### src/rtl/dsm_spi_pkg.sv
// -----------------------------------------------------------------------------
// dsm_spi_pkg
//   Shared definitions for the SPI coefficient loader: header opcodes, header
//   field positions, the loader FSM state encoding and a helper for sizing
//   header fields.
// -----------------------------------------------------------------------------
package dsm_spi_pkg;

    // Header byte opcodes, found in header bits [7:6]
    localparam logic [1:0] OP_NOP    = 2'b00;
    localparam logic [1:0] OP_RSVD   = 2'b01;
    localparam logic [1:0] OP_WRITE  = 2'b10;
    localparam logic [1:0] OP_COMMIT = 2'b11;

    // Header field offsets. The bank field is left-aligned at bit 5, and the
    // start tap is right-aligned at bit 0.
    localparam int HDR_OP_HI   = 7;
    localparam int HDR_OP_LO   = 6;
    localparam int HDR_BANK_HI = 5;

    typedef enum logic [1:0] {
        ST_IDLE  = 2'd0,
        ST_HDR   = 2'd1,
        ST_DATA  = 2'd2,
        ST_DRAIN = 2'd3
    } state_t;

    // Width of a field that indexes n items. A single-item field still needs
    // one bit so that the part-selects stay legal.
    function automatic int field_w(input int n);
        return (n <= 1) ? 1 : $clog2(n);
    endfunction

endpackage

### src/rtl/spi_byte_shifter.sv
// -----------------------------------------------------------------------------
// spi_byte_shifter
//   SPI mode-0 receive shifter, MSB first. On every SCLK posedge with cs_n low,
//   it shifts in one MOSI bit. The byte is reported on the same edge that
//   samples its 8th bit. No extra register stage is used, so the caller can act
//   on that edge.
//
// Ports
//   SCLK             in   SPI clock
//   reset            in   synchronous, active-high
//   cs_n_i           in   chip select, active-low
//   mosi_i           in   serial data
//   byte_valid_o     out  high while the current edge completes a byte
//   byte_data_o      out  completed byte, {shift[6:0], mosi_i}
//   partial_abort_o  out  high while cs_n_i rises with a partial byte pending
// -----------------------------------------------------------------------------
module spi_byte_shifter (
    input  logic       SCLK,
    input  logic       reset,
    input  logic       cs_n_i,
    input  logic       mosi_i,
    output logic       byte_valid_o,
    output logic [7:0] byte_data_o,
    output logic       partial_abort_o
);

    logic [6:0] shift_q, shift_d;
    logic [2:0] bit_cnt_q, bit_cnt_d;

    always_comb begin
        shift_d   = shift_q;
        bit_cnt_d = bit_cnt_q;
        if (cs_n_i) begin
            bit_cnt_d = 3'd0;
        end else begin
            shift_d   = {shift_q[5:0], mosi_i};
            // The count wraps 7 -> 0 on its own when a byte completes.
            bit_cnt_d = bit_cnt_q + 3'd1;
        end
    end

    always_ff @(posedge SCLK) begin
        if (reset) begin
            shift_q   <= '0;
            bit_cnt_q <= '0;
        end else begin
            shift_q   <= shift_d;
            bit_cnt_q <= bit_cnt_d;
        end
    end

    assign byte_valid_o    = !cs_n_i && (bit_cnt_q == 3'd7);
    assign byte_data_o     = {shift_q, mosi_i};
    assign partial_abort_o = cs_n_i && (bit_cnt_q != 3'd0);

endmodule

### src/rtl/spi_coef_loader.sv
// -----------------------------------------------------------------------------
// spi_coef_loader
//   SPI slave that loads FIR coefficient banks. The bank order is
//   0=cos_1, 1=sin_1, 2=cos_2, 3=sin_2.
//   WRITE frames fill shadow registers, and the tap pointer auto-increments.
//   A COMMIT frame copies every shadow bank into coef_o on one edge, so the
//   consumer never sees a half-written set.
//
// Ports
//   SCLK         in   SPI clock, the only clock of the block (not free-running)
//   reset        in   synchronous, active-high
//   cs_n         in   chip select, active-low
//   MOSI         in   serial data, sampled on posedge SCLK
//   coef_o       out  active coefficients; bank b, tap t at
//                     [(b*N_TAPS+t)*COEF_W +: COEF_W]
//   coef_update  out  one-cycle pulse after a commit
//   rx_err       out  one-cycle pulse on a protocol error
//   dbg_state_o  out  current FSM state (state_t encoding)
//
// Handshake: there is no valid/ready pair. A byte is consumed on the SCLK edge
// that samples its last bit, and the host can never be stalled.
// -----------------------------------------------------------------------------
module spi_coef_loader #(
    parameter int COEF_W  = 5,
    parameter int N_TAPS  = 8,
    parameter int N_BANKS = 4
) (
    input  logic                              SCLK,
    input  logic                              reset,
    input  logic                              cs_n,
    input  logic                              MOSI,
    output logic [N_BANKS*N_TAPS*COEF_W-1:0]  coef_o,
    output logic                              coef_update,
    output logic                              rx_err,
    output logic [1:0]                        dbg_state_o
);

    import dsm_spi_pkg::*;

    localparam int BW    = field_w(N_BANKS);
    localparam int TW    = field_w(N_TAPS);
    localparam int VEC_W = N_BANKS * N_TAPS * COEF_W;

    logic       byte_valid;
    logic [7:0] byte_data;
    logic       partial_abort;

    spi_byte_shifter u_shifter (
        .SCLK            (SCLK),
        .reset           (reset),
        .cs_n_i          (cs_n),
        .mosi_i          (MOSI),
        .byte_valid_o    (byte_valid),
        .byte_data_o     (byte_data),
        .partial_abort_o (partial_abort)
    );

    state_t             state_q, state_d;
    logic [BW-1:0]      bank_q, bank_d;
    logic [TW-1:0]      tap_q, tap_d;
    logic [VEC_W-1:0]   shadow_q, shadow_d;
    logic [VEC_W-1:0]   coef_q, coef_d;
    logic               upd_q, upd_d;
    logic               err_q, err_d;

    logic [1:0]         hdr_op;
    logic [BW-1:0]      hdr_bank;
    logic [TW-1:0]      hdr_tap;
    logic [BW+TW-1:0]   wr_idx;

    assign hdr_op   = byte_data[HDR_OP_HI:HDR_OP_LO];
    assign hdr_bank = byte_data[HDR_BANK_HI -: BW];
    assign hdr_tap  = byte_data[TW-1:0];
    // N_TAPS is a power of two, so {bank, tap} equals bank*N_TAPS + tap.
    assign wr_idx   = {bank_q, tap_q};

    always_comb begin
        state_d  = state_q;
        bank_d   = bank_q;
        tap_d    = tap_q;
        shadow_d = shadow_q;
        coef_d   = coef_q;
        upd_d    = 1'b0;
        err_d    = 1'b0;

        if (cs_n) begin
            // The frame ends here. Any partial byte is dropped and flagged.
            state_d = ST_IDLE;
            err_d   = partial_abort;
        end else begin
            case (state_q)
                // The shifter has just taken header bit 7 on this edge.
                ST_IDLE: state_d = ST_HDR;

                ST_HDR: begin
                    if (byte_valid) begin
                        case (hdr_op)
                            OP_WRITE: begin
                                if (int'(hdr_bank) >= N_BANKS) begin
                                    err_d   = 1'b1;
                                    state_d = ST_DRAIN;
                                end else begin
                                    bank_d  = hdr_bank;
                                    tap_d   = hdr_tap;
                                    state_d = ST_DATA;
                                end
                            end
                            OP_COMMIT: begin
                                coef_d  = shadow_q;
                                upd_d   = 1'b1;
                                state_d = ST_DRAIN;
                            end
                            OP_RSVD: begin
                                err_d   = 1'b1;
                                state_d = ST_DRAIN;
                            end
                            OP_NOP:  state_d = ST_DRAIN;
                            default: state_d = ST_DRAIN;
                        endcase
                    end
                end

                ST_DATA: begin
                    if (byte_valid) begin
                        shadow_d[int'(wr_idx)*COEF_W +: COEF_W] = byte_data[COEF_W-1:0];
                        // The tap pointer wraps within the bank. The bank never advances.
                        tap_d = tap_q + 1'b1;
                    end
                end

                default: ;  // In ST_DRAIN, extra bytes are ignored silently.
            endcase
        end
    end

    always_ff @(posedge SCLK) begin
        if (reset) begin
            state_q  <= ST_IDLE;
            bank_q   <= '0;
            tap_q    <= '0;
            shadow_q <= '0;
            coef_q   <= '0;
            upd_q    <= 1'b0;
            err_q    <= 1'b0;
        end else begin
            state_q  <= state_d;
            bank_q   <= bank_d;
            tap_q    <= tap_d;
            shadow_q <= shadow_d;
            coef_q   <= coef_d;
            upd_q    <= upd_d;
            err_q    <= err_d;
        end
    end

    assign coef_o      = coef_q;
    assign coef_update = upd_q;
    assign rx_err      = err_q;
    assign dbg_state_o = state_q;

endmodule

### config.mk
export PLATFORM = sky130hd
export DESIGN_NAME = spi_coef_loader
export DESIGN_NICKNAME = d
export VERILOG_FILES = /design/src/rtl/dsm_spi_pkg.sv /design/src/rtl/spi_byte_shifter.sv /design/src/rtl/spi_coef_loader.sv
export SDC_FILE = /design/constraint.sdc
export NUM_CORES = 1
export LEC_CHECK = 0
export BUFFER_PORTS_ARGS = -buffer_cell sky130_fd_sc_hd__buf_2
export CAP_MARGIN = 20
export CORE_AREA = 2 2 181 219
export DETAILED_ROUTE_END_ITERATION = 6
export DIE_AREA = 0 0 183 221
export GPL_TIMING_DRIVEN = 0
export PLACE_DENSITY = 0.49
export SLEW_MARGIN = 30
export SYNTH_ARGS = -nofsm -noshare
export SYNTH_HDL_FRONTEND = slang
export SYNTH_SLANG_ARGS = --single-unit
### constraint.sdc
create_clock -name SCLK -period 3.1 [get_ports SCLK]
set_clock_uncertainty 0.1 [all_clocks]
set_input_delay 0.62 -clock SCLK [delete_from_list [all_inputs] [get_ports SCLK]]
set_output_delay 0.62 -clock SCLK [all_outputs]
set_load 0.01 [all_outputs]
# Word-level counts from Yosys, hierarchy flattened
# Index checks and enable logic that the tools add are counted.
# totals
reg_bits	339
mem_bits_rw	0
rom_bits	0
latchBits	0
memories	0
# classes
n_eq_ne	9
reduce_logical	16
shifts	2
multipliers	1
mux	13
n_addsub	3
div_mod_pow	0
n_lt_le_gt_ge	0
n_bitwise	3
# ops
operator	count
$bwmux W160	1
$shift A5 B33 Y160 const A	1
$shiftx A5 B33 Y160	1
$neg A8 Y33	1
$mux W3	3
$mul A5 B3 Y8 const B	1
$pmux W2 S2	2
$reduce_and A4 Y1	2
$add A3 B1 Y3 const B	2
$eq A2 B2 Y1 const B	3
$ne A2 B2 Y1 const B	3
$pmux W3 S2	1
$mux W1	5
$reduce_and A5 Y1	1
$eq A2 B1 Y1 const B	2
$logic_not A2 Y1	2
$reduce_bool A2 Y1	2
$reduce_or A4 Y1	1
$eq A3 B3 Y1 const B	1
$not A1 Y1	3
$reduce_and A3 Y1	1
$reduce_bool A3 Y1	1
$reduce_or A3 Y1	1
$logic_and A1 B1 Y1	2
other kinds (4)	4

# Logic depth before layout (Yosys ltp)
# Gate-level depths: netlist of run 1.
# logic_depth
word_depth	5
depth_mapped	9

# By module
# Synthesis of run 1 repeated with hierarchy kept, for this count alone.
# hier_totals
cells_unflattened	1407
hier_area_um2	13143.9
# modules_own_cells
module	cells_each	seq_area_each_um2	n_inst	area_per_inst_um2
spi_coef_loader	1369	6586.3	1	12739.7
spi_byte_shifter	38	200.2	1	404.1

# Worst setup path after synthesis of run 1
# No wires, ideal clock.
# synth_path
path_type	flip-flop to flip-flop
start	register tap_q[0]
end	register shadow_q[15]
path_buffers	2
setup_time_ps	72
path_stages_with_launch	9
arrival_time_ps	2388
setup_slack_ps	540
cell_sequence	dfxtp_1 clkbuf_1 inv_1 ha_1 buf_2 or2_2 o31a_2 nor3_4 mux2i_1
# synth_via
elab_chain_cells	4
word_cells_on_any_way	5
cone_classes	add/sub: 1; mul: 1; shift: 2; mux: 1
# synth_lines
element	line	text
start: declaration	spi_coef_loader.sv:60	logic [TW-1:0] tap_q, tap_d;
start signal: assignment	spi_coef_loader.sv:148	tap_q <= tap_d;
$mul A5 B3 Y8 *	spi_coef_loader.sv:125	shadow_d[int'(wr_idx)*COEF_W +: COEF_W] = byte_data[COEF_W-1:0];
$neg A8 Y33 *	spi_coef_loader.sv:125	
$shiftx A5 B33 Y160 or $shift A5 B33 Y160 (tied branches)	spi_coef_loader.sv:125	
$bwmux W160 *	spi_coef_loader.sv:125	
end signal: assignment	spi_coef_loader.sv:149	shadow_q <= shadow_d;
end: declaration	spi_coef_loader.sv:61	logic [VEC_W-1:0] shadow_q, shadow_d;
# Mark *: on every way between the ends. The rest lies on a longest branch, timed or not.
# A chain may end at the register's enable or synchronous reset.

# Worst setup path after layout of run 1
# layout_path
start	register u_shifter.bit_cnt_q[0]
end	register coef_q[99], in the netlist coef_o[99]
# layout_via
elab_chain_cells	3
# layout_lines
element	line	text
start: declaration	spi_byte_shifter.sv:28	logic [2:0] bit_cnt_q, bit_cnt_d;
start signal: assignment	spi_byte_shifter.sv:48	bit_cnt_q <= bit_cnt_d;
$eq A3 B3 Y1	spi_byte_shifter.sv:52	assign byte_valid_o = !cs_n_i && (bit_cnt_q == 3'd7);
$logic_and A1 B1 Y1	spi_byte_shifter.sv:52	
$reduce_and A4 Y1 (no line)	n/a	
end signal: assignment	spi_coef_loader.sv:150	coef_q <= coef_d;
end: declaration	spi_coef_loader.sv:62	logic [VEC_W-1:0] coef_q, coef_d;
# No other way between the ends.

==> impl_metrics.json, run 1 <==
{
  "worst-setup-path-type": "reg2reg",
  "whs_path_depth": 3,
  "io-pin-count": 168,
  "drcViolationCount": 0,
  "floorplan.die_area_sq_um": 40440,
  "worstMarginPinSlew_ns": 0.7905,
  "place_congestion": 0.8227,
  "syn_area_per_cell_sq_um": 9.412,
  "final_cells": 2122,
  "yosys_most_used_dff": "dfxtp_1",
  "cts_setup_buffers": 0,
  "crit_arrival_ns": 3.26,
  "drt_iter0_drc": 573,
  "dp.cells": 2057,
  "vias": 10040,
  "diodes": 0,
  "yosysSeqAreaShare": 0.5129,
  "die_w_um": 183,
  "clkTransAtPathRegs_ns": 0.07,
  "ys_ff_latch": 339,
  "fmax_mhz": 345.0,
  "synth_top_cell_area_share": 0.5129,
  "areaGrowthSynthToFinish_pct": 20.20,
  "netlist.top_cell.by_area": "dfxtp_1",
  "final_antenna_net_count": 0,
  "syn_nets": 1418,
  "run_status": "finished clean",
  "holdBufCountCts": 0,
  "cpMaxStageDelayCell": "clkbuf_1",
  "grtUsageTotal": 0.1954,
  "worstPathBufferInverterCount": 2,
  "path_cells": "ha_1 > ha_1 > nand4b_1 > nor2_4 > clkbuf_2 > clkbuf_1 > nand2_1 > a21oi_1",
  "rows": 79,
  "syn_area_sq_um": 13230,
  "startpoint_type": "flip-flop",
  "path_depth": 8,
  "portBuffers": 165,
  "required_ns": 3.46,
  "slew_viol_final": 0,
  "grt_pass1_wl_um": 60800,
  "core_area_sq_um": 38350,
  "cts_inserted_buffers": 37,
  "hold_path_class": "in2reg",
  "vias_per_cell": 4.730,
  "worst_setup_path_end_kind": "flip-flop",
  "htreeDepth": 2,
  "relSlewSlack": 0.4682,
  "crit_family": "buffers and inverters",
  "yosysMostFrequentCell": "nand2_1",
  "ir_drop_mv": 0.4158,
  "syn_inst": 1406,
  "synthArstFlopShare": 0,
  "post-dp-hpwl_um": 29810,
  "wl_um": 39660,
  "postCtsResizedCells": 4,
  "rsz0062_at_grt": "false",
  "final-hold-violation-count": 0,
  "drv_cap": 0,
  "die_h_um": 221,
  "path_max_fanout": 10,
  "yosys-top-cells-area": "dfxtp_1 (51%), mux2i_1 (13%), nand2_1 (10%)",
  "fillCellCount": 3904,
  "yosys_warnings": 0,
  "post_drt_wl_per_cell_um": 18.69,
  "synth_edf_count": 0,
  "p_leak_nw": 6.266,
  "drt-pass1-iter-count": 4,
  "grt_pass1_vias": 10130,
  "clockBufferDepth": 3,
  "synth_common_cells": "nand2_1 (359), dfxtp_1 (339), mux2i_1 (169)",
  "min_period_ns": 2.899,
  "clk_latency_ns": 0.53,
  "ff2ff_path_depth": 8,
  "cts_tree": "done",
  "fin_crit_sh": 0.9351,
  "setup_viol_count_final": 0,
  "fin_nets": 1621,
  "ys_types": 58,
  "crit_top_cell": "ha_1",
  "power.total_mw": 8.921,
  "cts_root_buffer": "clkbuf_16",
  "floorplan.initialDensity": 0.3450,
  "clkSinkCount": 339,
  "power_density_nw_per_um2": 560.9,
  "drive_gt1_frac": 0.1748,
  "grt-ovfl-total": 0,
  "max_stage_delay_ns": 0.49,
  "grt_start_max_net_pins": 18,
  "antenna_found_initial": 0
}
-- per-layer routing --
layer | part of all wire | track usage | wire (um) | vias up
met5 | 0 | 0 | 0 | -
met3 | 0.040 | 0.02864 | 1592 | 58
met4 | 0.022 | 0.05368 | 877 | 0
met2 | 0.47 | 0.3278 | 18620 | 204
met1 | 0.47 | 0.2618 | 18570 | 4730
li1 | - | - | - | 5045
-- worst register-to-register path, delay by kind of cell, from the launching register on --
family                   cells  cell delay (ns)
buffers and inverters        2             0.99
AND/OR/NAND/NOR              3             0.84
adder cells (fa/ha/maj)      2             0.41
flip-flops                   1             0.35
AO/OA/AOI/OAI                1             0.15
-- cells in the final DEF (no fill, tap or decap), types with 2 or more instances in the layout --
cell type / count
nand3_4: 4
ha_1: 8
buf_2: 174
a21oi_1: 162
buf_1: 3
nor2b_1: 9
o21a_1: 2
nand2b_1: 163
inv_1: 4
nor3_4: 7
nor3b_1: 3
nor4b_2: 2
clkbuf_2: 3
a211oi_4: 8
clkbuf_16: 39
dfxtp_1: 339
nand2_1: 359
or2_2: 3
clkinv_2: 5
nor4bb_1: 2
clkbuf_1: 77
nor3_1: 5
o211ai_2: 4
or3_1: 2
nor2_1: 23
o211ai_4: 3
o21ai_0: 2
clkbuf_8: 10
nand3_2: 4
nand3_1: 2
mux2i_1: 169
-- metrics by stage --
stage	hold slack [ns]	TNS (ns)	utilization	setup slack [ns]	cell area [sq um]
finish	0.3468	0	0.4147	0.2011	15910
detailed placement	0.3435	-23.03	0.3825	-0.4669	14670
global placement	0.3404	-58.66	0.3824	-0.8428	14670
floorplan	0.3270	0	-	0.5400	13230
CTS	0.3112	0	0.4147	0.07720	15900
global route	0.3416	0	0.4147	0.03970	15910
-- registers in the layout (all words and copies together), names as in the netlist --
register	flops
coef_o	160
shadow_q	160
u_shifter.shift_q	7
tap_q	3
u_shifter.bit_cnt_q	3
bank_q	2
dbg_state_o	2
coef_update	1
rx_err	1
-- power breakdown --
part | internal [mW] | switching, mW
Clock | 2.63 | 1.77
Sequential | 4.36 | 0.00532
Combinational | 0.0503 | 0.113
-- cell type report --
class / count / area, sq um / share of cell area
inverters: 4 / 15.01 / 0.0009440
clock inverters: 8 / 71.32 / 0.004484
flip-flops and latches: 339 / 6787 / 0.4267
multi-input cells: 976 / 6086 / 0.3826
clock buffers: 58 / 1147 / 0.07214
plain buffers: 86 / 365.4 / 0.02297
well taps: 486 / 608.1 / 0.03823
repair buffers: 165 / 825.8 / 0.05192
-- cells by family after synthesis --
group,share of synthesized area
buffers and inverters,0.02874
AOI/OAI and AO/OA,0.09229
muxes,0.1287
DFF,0.5129
xor gates and xnor gates,0.005485
and+or+nand+nor,0.2244
adders and majority gates,0.007565
-- worst paths after layout --
path	start	end	slack (ns)
setup / recovery	u_shifter.bit_cnt_q[0]	coef_o[99]	0.20
hold / removal	MOSI	tap_q[0]	0.35
setup reg to reg	u_shifter.bit_cnt_q[0]	coef_o[99]	0.20
hold reg to reg	coef_o[67]	coef_o[67]	0.35
Note: power is estimated with default switching activity, not from simulation.
==> inputs of run 2 (changes only) <==
Clock period 3.1 ns to 3.58 ns, I/O delays scaled along.
==> run 2 against run 1 <==
Against the previous run: via count increased by 0.60%; critical endpoint is now shadow_q[11]; critical path type unchanged; sequential power is 14% lower; sequential share of layout area barely moved; setup slack better by 0.095 ns; global-route usage is 0.073 points higher; die area unchanged.
==> impl_metrics.json, run 2 (same netlist as run 1, synthesis figures left out) <==
{
  "cts_root_buffer": "clkbuf_16",
  "worst_setup_path_end_kind": "flip-flop",
  "grt_start_max_net_pins": 14,
  "io-pin-count": 168,
  "cts_inserted_buffers": 37,
  "diodes": 0,
  "startpoint_type": "flip-flop",
  "met1_usage": 0.2622,
  "rsz0062_at_grt": "false",
  "areaGrowthSynthToFinish_pct": 20.12,
  "grtUsageTotal": 0.1962,
  "core_area_sq_um": 38350,
  "required_ns": 3.92,
  "clockBufferDepth": 3,
  "cts_setup_buffers": 0,
  "fmax_mhz": 304.6,
  "final_common_cell": "nand2_1",
  "met2_usage": 0.3273,
  "worstMarginPinSlew_ns": 0.9807,
  "ir_drop_mv": 0.3602,
  "pre_cts_slack_ns": -0.08288,
  "vias": 10100,
  "final_cells": 2123,
  "worst-setup-path-type": "reg2reg",
  "drt-pass1-iter-count": 5,
  "htreeDepth": 2,
  "die_h_um": 221,
  "fin_nets": 1622,
  "fillCellCount": 3903,
  "place_congestion": 0.8227,
  "relSlewSlack": 0.3370,
  "min_period_ns": 3.284,
  "grt_use_met3": 0.02897,
  "crit_arrival_ns": 3.62,
  "final-hold-violation-count": 0,
  "place_area_sq_um": 14670,
  "fin_area_sq_um": 15900,
  "drcViolationCount": 0,
  "floorplan.die_area_sq_um": 40440,
  "slew_viol_final": 0,
  "clkSinkCount": 339,
  "final_cell_mix": "nand2_1 (359), dfxtp_1 (339), buf_2 (174)",
  "worst_slack_ns": 0.2965,
  "antenna_found_initial": 0,
  "rows": 79,
  "holdBufCountCts": 0,
  "top_usage_layer": "met2",
  "dp.cells": 2057,
  "vias_per_cell": 4.756,
  "setup_viol_count_final": 0,
  "portBuffers": 165,
  "power_density_nw_per_um2": 486.1,
  "floorplan.initialDensity": 0.3450,
  "fin_crit_sh": 0.9172,
  "clk_latency_ns": 0.53,
  "run_status": "finished clean",
  "cts_tree": "done",
  "die_w_um": 183,
  "path_max_fanout": 10,
  "hold_path_class": "reg2reg",
  "wl_um": 39770,
  "p_leak_nw": 6.260,
  "grt_pass1_vias": 10150,
  "post-dp-hpwl_um": 29810,
  "drt_iter0_drc": 618,
  "tns_ns": 0,
  "post_drt_wl_per_cell_um": 18.73,
  "power.total_mw": 7.727,
  "drive_gt1_frac": 0.1729,
  "drv_cap": 0,
  "final_antenna_net_count": 0,
  "grt-ovfl-total": 0,
  "grt_pass1_wl_um": 60910,
  "clkTransAtPathRegs_ns": 0.07
}
[run 2: cell count changes in the layout (fill, tap and decap cells not counted), sizes merged]
cell	change
clkbuf	+1
[run 2: critical path, stage by stage (launching register included)]
cell and delay [ns]:
dfxtp_1 0.41, clkbuf_1 0.41, inv_1 0.16, ha_1 0.25
buf_2 0.20, xor2_1 0.18, nor4b_1 0.82, nand2_1 0.43
mux2i_1 0.23
[run 2: power breakdown]
part	total [mW]	switching [mW]	internal (mW)	leakage [nW]
clock network	3.81	1.53	2.27	0.601
registers	3.78	0.00449	3.78	2.73
logic	0.142	0.0981	0.0436	2.93
[run 2: final timing paths]
kind / from / to / slack, ns / cells after the start
min: coef_o[69] / coef_o[69] / 0.35 / 2
min reg2reg: coef_o[69] / coef_o[69] / 0.35 / 2
max reg2reg: tap_q[0] / shadow_q[11] / 0.30 / 8
max: tap_q[0] / shadow_q[11] / 0.30 / 8
[run 2: final cells by class]
type                       instances  area [sq um]  area share
sequential                       339          6787      0.4270
multi-input combinational        976          6075      0.3822
clock buffer                      58          1147     0.07218
timing repair buffer             165         825.8     0.05195
tap                              486         608.1     0.03826
buffer                            87         366.6     0.02306
clock inverter                     8         71.32    0.004487
inverter                           4         15.01   0.0009446
[run 2: through the flow]
step / utilization / hold slack, ns
after global routing: 0.4145 / 0.3691
final: 0.4145 / 0.3492
after CTS: 0.4143 / 0.3519
after global placement: 0.3824 / 0.3404
after floorplan: - / 0.3270
after detailed placement: 0.3825 / 0.3435
[run 2: repair_timing]
item,CTS,global route
resized for setup,0,3
endpoints found under the setup margin,0,4
endpoints found under the hold margin,0,0
[run 2: routing by layer]
metal	share of wire	up-vias
met2	0.46	242
met3	0.040	66
li1	-	5044
met4	0.026	0
met5	0	-
met1	0.47	4745
